==> src/rtl/rv32_mtimer.sv <==
// RISC-V machine timer / software-interrupt block on the core data port.
// Matches RAM port B timing: byte enables, read-first, READ_LATENCY-deep read pipe.
module rv32_mtimer #(
  parameter int READ_LATENCY = 2,
  parameter int PRESCALE     = 1
) (
  input  logic        clk_i,
  input  logic        rst_n_i,
  input  logic        sel_i,
  input  logic [2:0]  addr_i,
  input  logic [3:0]  we_i,
  input  logic [31:0] wdata_i,
  output logic [31:0] rdata_o,
  output logic        timer_irq_o,
  output logic        soft_irq_o
);

  localparam int CW = (PRESCALE > 1) ? $clog2(PRESCALE) : 1;

  logic [CW-1:0]                 cnt;
  logic                          tick;
  logic [63:0]                   mtime;
  logic [63:0]                   mtimecmp;
  logic                          msip;
  logic [READ_LATENCY-1:0][31:0] rd_pipe;
  logic [31:0]                   cur_word;
  logic [31:0]                   wr_word;
  logic                          wr;

  assign tick       = (cnt == CW'(PRESCALE - 1));
  assign wr         = sel_i & (|we_i);
  assign rdata_o    = rd_pipe[READ_LATENCY-1];
  assign soft_irq_o = msip;

  // cur_word is the pre-write value, which is also what a same-cycle read returns.
  always_comb begin
    cur_word = '0;
    case (addr_i)
      3'd0:    cur_word = mtime[31:0];
      3'd1:    cur_word = mtime[63:32];
      3'd2:    cur_word = mtimecmp[31:0];
      3'd3:    cur_word = mtimecmp[63:32];
      3'd4:    cur_word = {31'b0, msip};
      default: cur_word = '0;
    endcase
    wr_word = cur_word;
    for (int b = 0; b < 4; b++)
      if (we_i[b]) wr_word[8*b +: 8] = wdata_i[8*b +: 8];
  end

  always_ff @(posedge clk_i or negedge rst_n_i) begin
    if (!rst_n_i) begin
      cnt         <= '0;
      mtime       <= '0;
      mtimecmp    <= '1;
      msip        <= 1'b0;
      timer_irq_o <= 1'b0;
      rd_pipe     <= '0;
    end else begin
      cnt <= tick ? '0 : cnt + CW'(1);

      // A software write to either mtime half suppresses that cycle's increment.
      if (wr && addr_i == 3'd0)      mtime[31:0]  <= wr_word;
      else if (wr && addr_i == 3'd1) mtime[63:32] <= wr_word;
      else if (tick)                 mtime        <= mtime + 64'd1;

      if (wr && addr_i == 3'd2) mtimecmp[31:0]  <= wr_word;
      if (wr && addr_i == 3'd3) mtimecmp[63:32] <= wr_word;
      if (wr && addr_i == 3'd4 && we_i[0]) msip <= wdata_i[0];

      timer_irq_o <= (mtime >= mtimecmp);

      rd_pipe[0] <= sel_i ? cur_word : '0;
      for (int i = 1; i < READ_LATENCY; i++)
        rd_pipe[i] <= rd_pipe[i-1];
    end
  end

endmodule

==> config.mk <==
export PLATFORM = sky130hd
export DESIGN_NAME = rv32_mtimer
export DESIGN_NICKNAME = d
export VERILOG_FILES = /design/src/rtl/rv32_mtimer.sv
export SDC_FILE = /design/constraint.sdc
export NUM_CORES = 1
export LEC_CHECK = 0
export ABC_CLOCK_PERIOD_IN_PS = 2350
export CAP_MARGIN = 20
export CORE_ASPECT_RATIO = 1.5
export CORE_MARGIN = 2
export CORE_UTILIZATION = 54
export DETAILED_ROUTE_END_ITERATION = 8
export PLACE_DENSITY = 0.77
export SETUP_SLACK_MARGIN = 0.1
export SYNTH_ARGS = -nofsm -noshare
export SYNTH_HDL_FRONTEND = slang
export SYNTH_SLANG_ARGS = --single-unit
==> constraint.sdc <==
create_clock -name clk_i -period 2.35 [get_ports clk_i]
set_input_delay 0.47 -clock clk_i [delete_from_list [all_inputs] [get_ports clk_i]]
set_output_delay 0.47 -clock clk_i [all_outputs]
set_load 0.01 [all_outputs]
==> results of run 1 <==
## worst register-to-register path, stage by stage (launching register included)
cell	delay, ps
dfstp_2	530
inv_1	40
ha_1	300
nand4_1	260
nor2_1	80
a22oi_1	210
o211ai_1	210
o41ai_2	350
buf_4	150
nand2_1	40
## cell type report
cell class / count / area, sq um / share of cell area
well taps: 268 / 335.3 / 0.02353
multi-input cells: 831 / 5831 / 0.4092
repair buffers: 252 / 2300 / 0.1614
inverters: 73 / 274.0 / 0.01923
clock inverters: 14 / 142.6 / 0.01001
flip-flops and latches: 194 / 4937 / 0.3465
clock buffers: 18 / 429.2 / 0.03012
## sequential cells by signal, indices dropped and copies added (netlist names)
signal,count
timer_irq_o,1
mtimecmp,64
soft_irq_o,1
mtime,64
rd_pipe,32
rdata_o,32
## path summary, 6_finish.rpt
check	slack, ps	endpoint	cells after the start	start
setup / recovery	60	timer_irq_o	9	mtimecmp[30]
hold / removal	350	rdata_o[11]	0	rd_pipe[11]
setup reg to reg	60	timer_irq_o	9	mtimecmp[30]
hold reg to reg	350	rdata_o[11]	0	rd_pipe[11]
max in group asynchronous	1060	mtimecmp[3]	3	rst_n_i
min in group asynchronous	530	rdata_o[29]	2	rst_n_i
## per-stage QoR
step	instance area [sq um]	std cells	util
finish	14250	1650	0.6844
floorplan	11370	1193	-
global placement	13450	1611	0.6460
CTS	14110	1646	0.6775
global route	14250	1650	0.6844
detailed placement	13450	1611	0.6460
## metal layers
layer / global-route usage / wire [um] / vias to the layer above
met5: 0 / 0 / -
met4: 0.1733 / 1833 / 0
met3: 0.04962 / 1716 / 121
met2: 0.5456 / 17630 / 413
met1: 0.3759 / 12880 / 4992
li1: - / - / 4660
## what timing repair did
item	CTS	global route
endpoints found under the setup margin	19	27
setup buffers	2	4
hold endpoints to repair	33	0
gates cloned	0	0
pin swaps	4	16
hold buffers	1	0
resized for setup	14	22
## logic make-up (layout without fill, tap and decap cells)
| family | after synthesis | in the layout | share of synthesized area |
|---|---|---|---|
| simple gates | 415 | 415 | 0.1877 |
| compound gates | 312 | 312 | 0.1686 |
| flops | 194 | 194 | 0.4340 |
| buf+inv | 168 | 357 | 0.06954 |
| fa+ha+maj | 65 | 65 | 0.07152 |
| mux | 38 | 38 | 0.06789 |
| xor+xnor | 1 | 1 | 0.0007704 |
## power by group through the flow
| stage | clock network (W) | logic [W] | registers (W) |
|---|---|---|---|
| after floorplan | 0 | 0.00255 | 0.00480 |
| after global placement | 0 | 0.00424 | 0.00483 |
| after detailed placement | 0 | 0.00440 | 0.00486 |
| after CTS | 0.00294 | 0.00453 | 0.00482 |
| after global routing | 0.00306 | 0.00511 | 0.00494 |
| final | 0.00288 | 0.00465 | 0.00485 |
## placed cells by master (no fill, tap or decap), types with 5 or more instances in the layout
cell type / n
o21a_1: 6
and4_1: 15
nor4_4: 5
nand3_1: 30
nor3_1: 24
and2_1: 9
and3_1: 14
mux4_2: 31
dfrtp_1: 128
nor4_1: 6
a21o_1: 7
a211o_1: 8
inv_1: 72
buf_12: 17
clkdlybuf4s50_1: 69
buf_4: 158
a221oi_1: 6
nand3_2: 5
inv_6: 6
a211oi_1: 14
dfstp_2: 64
nand2_1: 93
nand2b_1: 29
clkbuf_16: 17
nor2b_1: 5
o31ai_1: 5
nand4_1: 29
ha_1: 63
nor2_1: 124
a22oi_1: 17
o211ai_1: 5
o21ai_0: 68
a21oi_1: 130
==> impl_metrics.yaml, run 1 <==
sta:
  hold_viol: 0
  fmax_ghz: 0.4373
  final.min_clock_period_ps: 2287
  worst_pin_slew_ps: 573.3
  fin_crit_sh: 0.9731
  slew_viol_final: 0
  fin_tns_setup_ps: 0
  relSlewSlack: 0.6138
  setup_ws_ps: 63.28
  rsz0062_at_grt: "yes"
  setup-violations-final: 0
  whs_ps: 346.9
  fin_skew_ps: 14.92
cells_and_area:
  n_fill_cell: 1647
  nets: 1476
  drive_above_1_share: 0.2583
  synthToLayoutAreaGrowth_pct: 25.31
  diodes: 0
critical_path:
  slowest_delay_ps: 530
  critPathKind: "flip-flop to flip-flop"
  crit_required_ps: 2680
  start_kind: "flip-flop"
  crit_chain: "inv_1, ha_1, nand4_1, nor2_1, a22oi_1, o211ai_1, o41ai_2, buf_4, nand2_1"
  cp_max_fo: 4
  slowest_stage: "dfstp_2"
  crit_family: "compound AO/OA/AOI/OAI gates"
  crit_buf_inv: 2
  arrival_ps: 2610
  end_kind: "flip-flop"
outcome:
  status: "complete, no violations"
pwr:
  p_int_w: 0.007878
  power_frac_comb: 0.375
  total_power_w: 0.01239
  power_frac_clock: 0.233
  pwr_density_cell_nw_per_um2: 869.6
  p_seq_frac: 0.392
  ir_worst_vdd_mv: 0.5277
  netSwitchingPower_w: 0.004512
  switching_share: 0.3642
  p_leak_nw: 6.190
synth:
  syn_nets: 1300
  synth_top_area_share: 0.2861
  synth_top_cell_by_area: "dfrtp_1"
  seq_area_frac_synth: 0.4340
  synth_most_common_cell: "a21oi_1"
  synth-seq-cells: 194
  synthArstFlopShare: 1.000
  synth_commonest_cells: "a21oi_1 (132), dfrtp_1 (130), nor2_1 (125)"
  synth_ff_type: "dfrtp_1"
  synthCells: 1193
  synth-warning-count: 0
  synth_edf_count: 0
  synth_cell_types: 71
  synth_area_sq_um: 11370
  synthTopCellsByArea: "dfrtp_1 (29%), dfstp_2 (15%), ha_1 (7.2%), mux4_2 (6.1%), a21oi_1 (5.8%)"
  syn_avg_cell_area_sq_um: 9.531
hold_path:
  hold_class: "flip-flop to flip-flop"
clock_tree:
  clk_pin_slew_ps: 70
  clk-insertion-delay-late_ps: 460
  cts-root-buf: "clkbuf_16"
  cts.sinks: 194
  cts_buffers: 17
  cts_tree: "built"
  cts-htree-levels: 4
  ctsLongestPathBuffers: 2
floorplanning:
  dieArea_sq_um: 22260
  start_util: 0.5462
  rows: 65
  dieWidth_um: 122.5
  core-area_sq_um: 20820
  pin_count: 76
  die_h_um: 181.7
global_route:
  grt_max_degree: 51
  grt_pass1_vias: 10210
  grt-ovfl-total: 0
  track_usage: 0.3177
  antenna_found_initial: 0
  grt_pass1_wl_um: 53940
detailed_routing:
  drtAntennaViolNets: 0
  postRouteWirelength_um: 34050
  viasPerCell: 6.173
  wl_per_cell_um: 20.64
  drcViolationCount: 0
  drt-pass1-iter-count: 6
  vias: 10190
  first_iter_violations: 1009
placement:
  post-place-ws_ps: -448.1
  hpwl_um: 25440
  gp_congestion: 0.9572
  port_buffers: 75
flow_run:
  maxCapViolations: 0
Power figures use the tool's default switching activity.
==> run 2: changes to the inputs <==
Settings changed: GPL_ROUTABILITY_DRIVEN from default to 0, GPL_TIMING_DRIVEN from default to 0.
==> run 2 against run 1 <==
Against the previous run: the flow now finishes with violations (negative setup slack); final area decreased by 1.6%; clock power increased by 7%; non-clock buffer count decreased by 51; critical path depth decreased by 1; fmax decreased by 3.3%; critical path type unchanged.
==> impl_metrics.yaml, run 2 (synthesis results as in run 1) <==
outcome:
  status: "finished with violations"
  violations: "negative setup slack"
clock_tree:
  clk_pin_slew_ps: 70
  cts.sinks: 194
  cts-htree-levels: 4
  ctsHoldBuffers: 0
  cts_buffers: 17
  ctsLongestPathBuffers: 2
  cts_tree: "built"
  cts-root-buf: "clkbuf_16"
  clk-insertion-delay-late_ps: 450
cells_and_area:
  synthToLayoutAreaGrowth_pct: 23.25
  reg_top3: "mtime x64, mtimecmp x64"
  drive_above_1_share: 0.2705
  postLayoutCellArea_sq_um: 14010
  fin_cells: 1599
  diodes: 0
  nets: 1425
  layout_common_cells: "a21oi_1 (124), nor2_1 (121), dfrtp_1 (101)"
  layout_commonest_cell: "a21oi_1"
placement:
  hpwl_um: 26500
  port_buffers: 71
  postPlaceCellArea_sq_um: 12450
  dp.cells: 1533
  post-place-ws_ps: -1639
floorplanning:
  die_h_um: 181.7
  rows: 65
  dieArea_sq_um: 22260
  pin_count: 76
  core-area_sq_um: 20820
  start_util: 0.5462
  dieWidth_um: 122.5
pwr:
  ir_worst_vdd_mv: 0.4944
  pwr_density_cell_nw_per_um2: 900.1
  p_leak_nw: 5.901
  total_power_w: 0.01261
critical_path:
  critPathKind: "flip-flop to flip-flop"
  end_kind: "flip-flop"
  r2r-start: "mtimecmp[47]"
  start_kind: "flip-flop"
  arrival_ps: 2670
  crit_required_ps: 2660
  cp_max_fo: 3
  crit_start: "mtimecmp[47]"
sta:
  fin_skew_ps: 6.629
  slew_viol_final: 0
  fin_crit_sh: 1.006
  rsz0062_at_grt: "yes"
  final.min_clock_period_ps: 2364
  fmax_ghz: 0.4230
  worst_pin_slew_ps: 974.1
  hold_viol: 0
  relSlewSlack: 0.3506
  setup-violations-final: 1
  setup_ws_ps: -14.04
global_route:
  globalRouteMet2Util: 0.5689
  antenna_found_initial: 0
  grt-ovfl-total: 0
  grt_max_degree: 101
  busiest_layer: "met2"
  grt_pass1_vias: 10340
  use_met1: 0.4121
  track_usage: 0.3590
  grt_pass1_wl_um: 58860
  use_met3: 0.08103
detailed_routing:
  postRouteWirelength_um: 39110
  drcViolationCount: 0
  first_iter_violations: 1491
  drt-pass1-iter-count: 7
  wl_per_cell_um: 24.46
  vias: 10820
  drtAntennaViolNets: 0
  viasPerCell: 6.767
flow_run:
  maxCapViolations: 0
hold_path:
  hold_class: "primary input to asynchronous set/reset pin"
[run 2: changes by cell type in the layout (fill, tap and decap cells not counted), moves of 17 or more]
| cell | previous run | this run |
|---|---|---|
| clkbuf_2 | 0 | 17 |
| dfrtp_2 | 2 | 29 |
| dfrtp_1 | 128 | 101 |
| buf_4 | 158 | 79 |
| clkbuf_1 | 1 | 18 |
| buf_12 | 17 | 0 |
[run 2: final timing paths]
check	depth (start not counted)	endpoint	slack, ps
max	8	timer_irq_o	-10
min	1	rdata_o[25]	30
max reg2reg	8	timer_irq_o	-10
min reg2reg	0	rdata_o[16]	350
max in group asynchronous	2	mtime[10]	1420
min in group clk_i	0	rdata_o[16]	350
[run 2: critical path, cell delays in order (launching register included)]
cell,delay (ps)
dfstp_2,560
inv_2,50
ha_4,210
nand4_1,230
nor4_4,100
a221oi_4,340
nand3_2,140
o41ai_4,430
nand2_1,160
[run 2: timing repair]
item,CTS,global route
gates resized for setup,106,77
setup endpoints to repair,155,83
buffers inserted,21,13
hold endpoints to repair,0,0
pin swaps,25,20
[run 2: layout make-up]
cell class | instances | area (sq um)
clock inverters | 8 | 126.4
repair buffers | 106 | 1003
well taps | 268 | 335.3
multi-input cells | 831 | 6206
clock buffers | 24 | 491.7
flip-flops and latches | 194 | 4971
fillers | 1616 | 6805
inverters | 73 | 274.0
plain buffers | 95 | 606.8
[run 2: where the power goes]
| part | internal (W) | switching, W |
|---|---|---|
| clock | 0.00179 | 0.00128 |
| sequential | 0.00424 | 0.000971 |
| combinational | 0.00199 | 0.00234 |
| total | 0.00802 | 0.00459 |
[run 2: layer usage]
layer,vias to the layer above,part of all wire
li1,4543,-
met1,5201,0.34
met3,276,0.093
met5,-,0
met4,0,0.10
met2,801,0.47
[run 2: per-stage QoR]
| stage | utilization | hold WS [ps] | TNS [ps] |
|---|---|---|---|
| after global placement | 0.5965 | 331.5 | -1363100 |
| after CTS | 0.6564 | 83.76 | 0 |
| final | 0.6731 | 25.12 | -14.04 |
| after detailed placement | 0.5981 | 334.7 | -172710 |
| after floorplan | - | 174.4 | 0 |
| after global routing | 0.6731 | 109.9 | -54.00 |
==> run 3: changes to the inputs <==
Settings changed: CORE_MARGIN 2 to default.
==> run 3 against run 2 <==
Against the previous run: clock skew is 4.8 ps higher; the flow finishes with violations (negative hold slack, negative setup slack); highest routed layer is now met5; count of clock-buffer cells in the layout fell by 2; critical path type unchanged; power is 0.97% lower.
==> impl_metrics.yaml, run 3 (synthesis results as in run 1) <==
global_route:
  use_met3: 0.09042
  globalRouteMet2Util: 0.5892
  grt_pass1_vias: 10660
  busiest_layer: "met2"
  grt-ovfl-total: 0
  track_usage: 0.3793
  antenna_found_initial: 1
  grt_pass1_wl_um: 60570
  grt_max_degree: 118
  use_met1: 0.4440
cells_and_area:
  reg_top3: "mtime x64, mtimecmp x64"
  layout_commonest_cell: "a21oi_1"
  layout_common_cells: "a21oi_1 (125), nor2_1 (120), dfrtp_1 (106)"
  synthToLayoutAreaGrowth_pct: 25.11
  nets: 1456
  drive_above_1_share: 0.2805
  diodes: 0
  fin_util: 0.6940
detailed_routing:
  viasPerCell: 6.814
  drt-pass1-iter-count: 8
  drcViolationCount: 0
  postRouteWirelength_um: 41360
  wl_per_cell_um: 25.44
  first_iter_violations: 1799
  vias: 11080
  drtAntennaViolNets: 0
critical_path:
  cp_max_fo: 3
  start_kind: "flip-flop"
  slowest_delay_ps: 570
  critPathKind: "flip-flop to flip-flop"
  crit_chain: "inv_1, ha_4, nand4_1, nor4_4, a221oi_4, nand3_2, o41ai_4, nand2_1"
  end_kind: "flip-flop"
  slowest_stage: "dfstp_2"
  crit_required_ps: 2680
  arrival_ps: 2810
pwr:
  pwr_density_cell_nw_per_um2: 878.1
  ir_worst_vdd_mv: 0.6226
  power_frac_comb: 0.354
  netSwitchingPower_w: 0.004713
  p_int_w: 0.007779
  p_seq_frac: 0.416
  p_leak_nw: 6.048
  switching_share: 0.3773
  power_frac_clock: 0.231
flow_run:
  maxCapViolations: 0
sta:
  fin_tns_setup_ps: -247.5
  final.min_clock_period_ps: 2482
  setup-violations-final: 5
  rsz0062_at_grt: "yes"
  slew_viol_final: 0
  fin_skew_ps: 11.46
  fin_crit_sh: 1.056
  fmax_ghz: 0.4028
  whs_ps: -32.50
  worst_pin_slew_ps: 858.2
  setup_ws_ps: -132.3
  relSlewSlack: 0.4279
  hold_viol: 6
clock_tree:
  cts-htree-levels: 4
  cts_buffers: 17
  cts.sinks: 194
  ctsHoldBuffers: 0
  clk_pin_slew_ps: 70
  cts-root-buf: "clkbuf_16"
  cts_tree: "built"
  ctsLongestPathBuffers: 2
  clk-insertion-delay-late_ps: 460
placement:
  hpwl_um: 26390
  port_buffers: 71
floorplanning:
  pin_count: 76
  dieArea_sq_um: 21650
  rows: 64
  dieWidth_um: 120.5
  core-area_sq_um: 20500
  start_util: 0.5547
  die_h_um: 179.7
outcome:
  status: "finished with violations"
  violations: "negative hold slack, negative setup slack"
hold_path:
  hold_class: "primary input to asynchronous set/reset pin"
-- run 3: cell types whose count changed in the layout (fill, tap and decap cells not counted), moves of 3 or more --
cell,previous run,this run
dfrtp_2,29,24
buf_2,10,7
inv_6,0,3
buf_4,79,96
ha_4,15,9
buf_6,5,15
dfrtp_1,101,106
clkbuf_4,4,7
ha_1,50,56
nor4_2,5,1
-- run 3: path summary, 6_finish.rpt --
kind,slack [ps],cells past startpoint,endpoint,from
worst max-delay path,-130,8,timer_irq_o,mtimecmp[47]
max in group asynchronous,1370,2,mtime[21],rst_n_i
min in group clk_i,340,0,rdata_o[30],rd_pipe[30]
worst max register to register,-130,8,timer_irq_o,mtimecmp[47]
worst min-delay path,-30,1,rd_pipe[29],rst_n_i
worst min register to register,340,0,rdata_o[30],rd_pipe[30]
-- run 3: area by class of cell --
cell class | count | area, sq um
inverter | 73 | 274.0
clock buffer | 22 | 464.2
buffer | 95 | 635.6
timing repair buffer | 136 | 1270
tap | 264 | 330.3
sequential | 194 | 4965
multi-input combinational | 832 | 6186
fill | 1535 | 6274
clock inverter | 10 | 101.3
-- run 3: power by group through the flow --
| stage | registers [W] | logic (W) | clock network, W |
|---|---|---|---|
| global placement | 0.00507 | 0.00342 | 0 |
| floorplan | 0.00480 | 0.00255 | 0 |
| CTS | 0.00509 | 0.00382 | 0.00287 |
| global route | 0.00525 | 0.00484 | 0.00303 |
| detailed placement | 0.00510 | 0.00355 | 0 |
| finish | 0.00519 | 0.00442 | 0.00288 |
-- run 3: what timing repair did --
item	CTS	global route
cloned	0	2
hold endpoints to repair	0	0
endpoints found under the setup margin	155	72
buffers inserted	24	39
resized for setup	88	97
pin swaps	21	36
-- run 3: critical path: cells and delay by family (launching register included) --
| kind | cells | cell delay [ps] |
|---|---|---|
| AOI/OAI and AO/OA | 2 | 830 |
| and+or+nand+nor | 4 | 630 |
| DFF | 1 | 570 |
| adders and majority gates | 1 | 230 |
| buffers and inverters | 1 | 80 |
-- run 3: through the flow --
stage                     cells  setup slack, ps  area, sq um  power, W  hold WS (ps)
after CTS                  1585           -67.38        13490   0.01178         12.18
after floorplan            1193            146.9        11370  0.007348         174.4
after global placement     1528            -7024        12410  0.008485         331.7
final                      1626           -132.3        14230   0.01249        -32.50
after global routing       1626           -215.4        14230   0.01312         25.25
after detailed placement   1529            -1612        12450  0.008657         334.7
-- run 3: layer usage --
metal | vias up | wire, um | part of all wire
li1 | 4603 | - | -
met1 | 5249 | 13880 | 0.34
met2 | 868 | 18520 | 0.45
met3 | 357 | 4308 | 0.10
met4 | 2 | 4633 | 0.11
met5 | - | 13 | 0.00031
==> RTL edit, RTL diff (settings of run 1) <==
Register the output `rdata_o`, with the module's reset; this adds one clock of latency there. The other outputs are not delayed to match.
--- a/src/rtl/rv32_mtimer.sv
+++ b/src/rtl/rv32_mtimer.sv
@@ -30,5 +30,11 @@
   assign tick       = (cnt == CW'(PRESCALE - 1));
   assign wr         = sel_i & (|we_i);
-  assign rdata_o    = rd_pipe[READ_LATENCY-1];
+  always_ff @(posedge clk_i or negedge rst_n_i) begin
+    if (!rst_n_i) begin
+      rdata_o <= '0;
+    end else begin
+      rdata_o <= rd_pipe[READ_LATENCY-1];
+    end
+  end
   assign soft_irq_o = msip;
 
Check against the original RTL: not equivalent (Yosys sat finds a counterexample within 4 cycles, from zero or initial values and one cycle with rst_n_i low).
==> RTL edit against run 1 <==
  * Routed wire length increased by 5.6%
  * Cell area up 7.8%
  * Setup slack got worse by 0.041 ns
  * Clock skew grew 0.014 ns
  * Synthesized cell count shrank 5.5%
  * Clock power increased by 34%
  * Utilization rose by 4.5 points
  * Sequential share of layout area is 2.7 points higher
  * Total power up 12%
  * Worst hold slack got worse by 0.0033 ns
  * Sequential cell count rose by 32
  * Critical path depth is 1 higher
  * Synthesized area is 2.1% higher
==> RTL edit: results (changes against run 1) <==
For the buffer depth of the longest clock path, the log shows 3 (was 2). The run gives 1,452 (was 1,647) as the fill cell total of the finished layout. Launching instance or port of the critical path: mtimecmp[2] (was mtimecmp[30]).

Wire length of the first global-routing pass: 56.0 mm (was 53.9 mm). The share of the yosys chip area belonging to registers is 0.494 (was 0.434), and the total via count in the routed design is 10,300 (was 10,200). For the clock sink count, the log shows 226 (was 194).

The met1 capacity usage during global routing was 0.390 (was 0.376); the placed standard-cell area was 14,200 um2 (was 13,400 um2). The met2 track demand over resource in global routing came out at 0.543 (was 0.546). The tools report the worst min-delay path endpoint as rdata_o[10] (was rdata_o[11]). The mean post-synth cell area came out at 10.3 um2 (was 9.53 um2). The length in cells of the worst reg-to-reg path is 10 (was 9), and the clock-cell share of area is 0.0505 (was 0.0401). The peak ir drop on the vdd network came out at 0.000804 V (was 0.000528 V).

The run gives 735 (was 1,009) as the detailed router's first-iteration violation count. The overall global routing resource usage is 0.321 (was 0.318), and the post-CTS repair timing setup buffer count is 1 (was 2). The run finished with clean final reports. The worst-case clock skew is 0.0291 ns (was 0.0149 ns).

Synth top cells by count: 162 x dfrtp_1, 97 x nor2_1, 96 x a21oi_1 (was 132 x a21oi_1, 130 x dfrtp_1, 125 x nor2_1). The met3 routing resource usage after global routing was 0.0468 (was 0.0496). For the largest net degree at the start of global routing, the log shows 67 (was 51). The relative slew slack came out at 0.611 (was 0.614).

The final RePlAce weighted congestion came out at 1.02 (was 0.957). The leakage power is 6.80 nW (was 6.19 nW), and the signal arrival time at the worst endpoint is 2.71 ns (was 2.61 ns). The buffer count excluding the clock tree in the final layout was 293 (was 252).
-- RTL edit: cell count changes after synthesis, moves of 7 or more --
cell      change
a21oi_1      -36
a22oi_1      +15
o21ai_0       -9
dfrtp_1      +32
nor2b_1      +20
nand2b_1     -18
nor2_1       -28
and4_1        -7
buf_4        -33
-- RTL edit: cells by family (layout without fill, tap and decap cells) --
kind of cell    count (synthesis)  count (layout)  share of synthesized area
flops                         226             226                      0.494
compound gates                286             286                      0.155
xor+xnor                        1               1                   0.000755
fa+ha+maj                      65              65                     0.0701
simple gates                  380             380                      0.166
buf+inv                       129             410                     0.0444
mux                            40              40                     0.0695
-- RTL edit: through the flow --
step	util	hold WS, ns	setup WS (ns)
5_1_grt	0.729	0.351	-0.0203
3_5_place_dp	0.672	0.335	-0.391
3_3_place_gp	0.672	0.332	-0.351
6_report	0.729	0.344	0.0225
2_1_floorplan	-	0.174	0.115
4_1_cts	0.717	0.347	-0.0161
-- RTL edit: critical path, cell delays in order (launching register included) --
cell	delay, ns
dfstp_2	0.54
inv_2	0.04
ha_4	0.22
a211o_1	0.29
a31oi_4	0.20
o221ai_4	0.14
buf_6	0.15
a211oi_4	0.23
nor4b_2	0.08
a211oi_1	0.18
o21ai_1	0.12
-- RTL edit: metal layers --
layer | vias up | routed length, um
li1 | 4647 | -
met1 | 5054 | 13500
met2 | 445 | 18100
met3 | 128 | 2280
met4 | 0 | 2140
met5 | - | 0
-- RTL edit: power by group through the flow --
stage          Sequential, W  Clock [W]  Combinational (W)
5_1_grt              0.00549    0.00408            0.00497
6_report             0.00542    0.00386            0.00455
2_1_floorplan        0.00537          0            0.00220
4_1_cts              0.00537    0.00392            0.00429
3_3_place_gp         0.00537          0            0.00397
3_5_place_dp         0.00541          0            0.00412
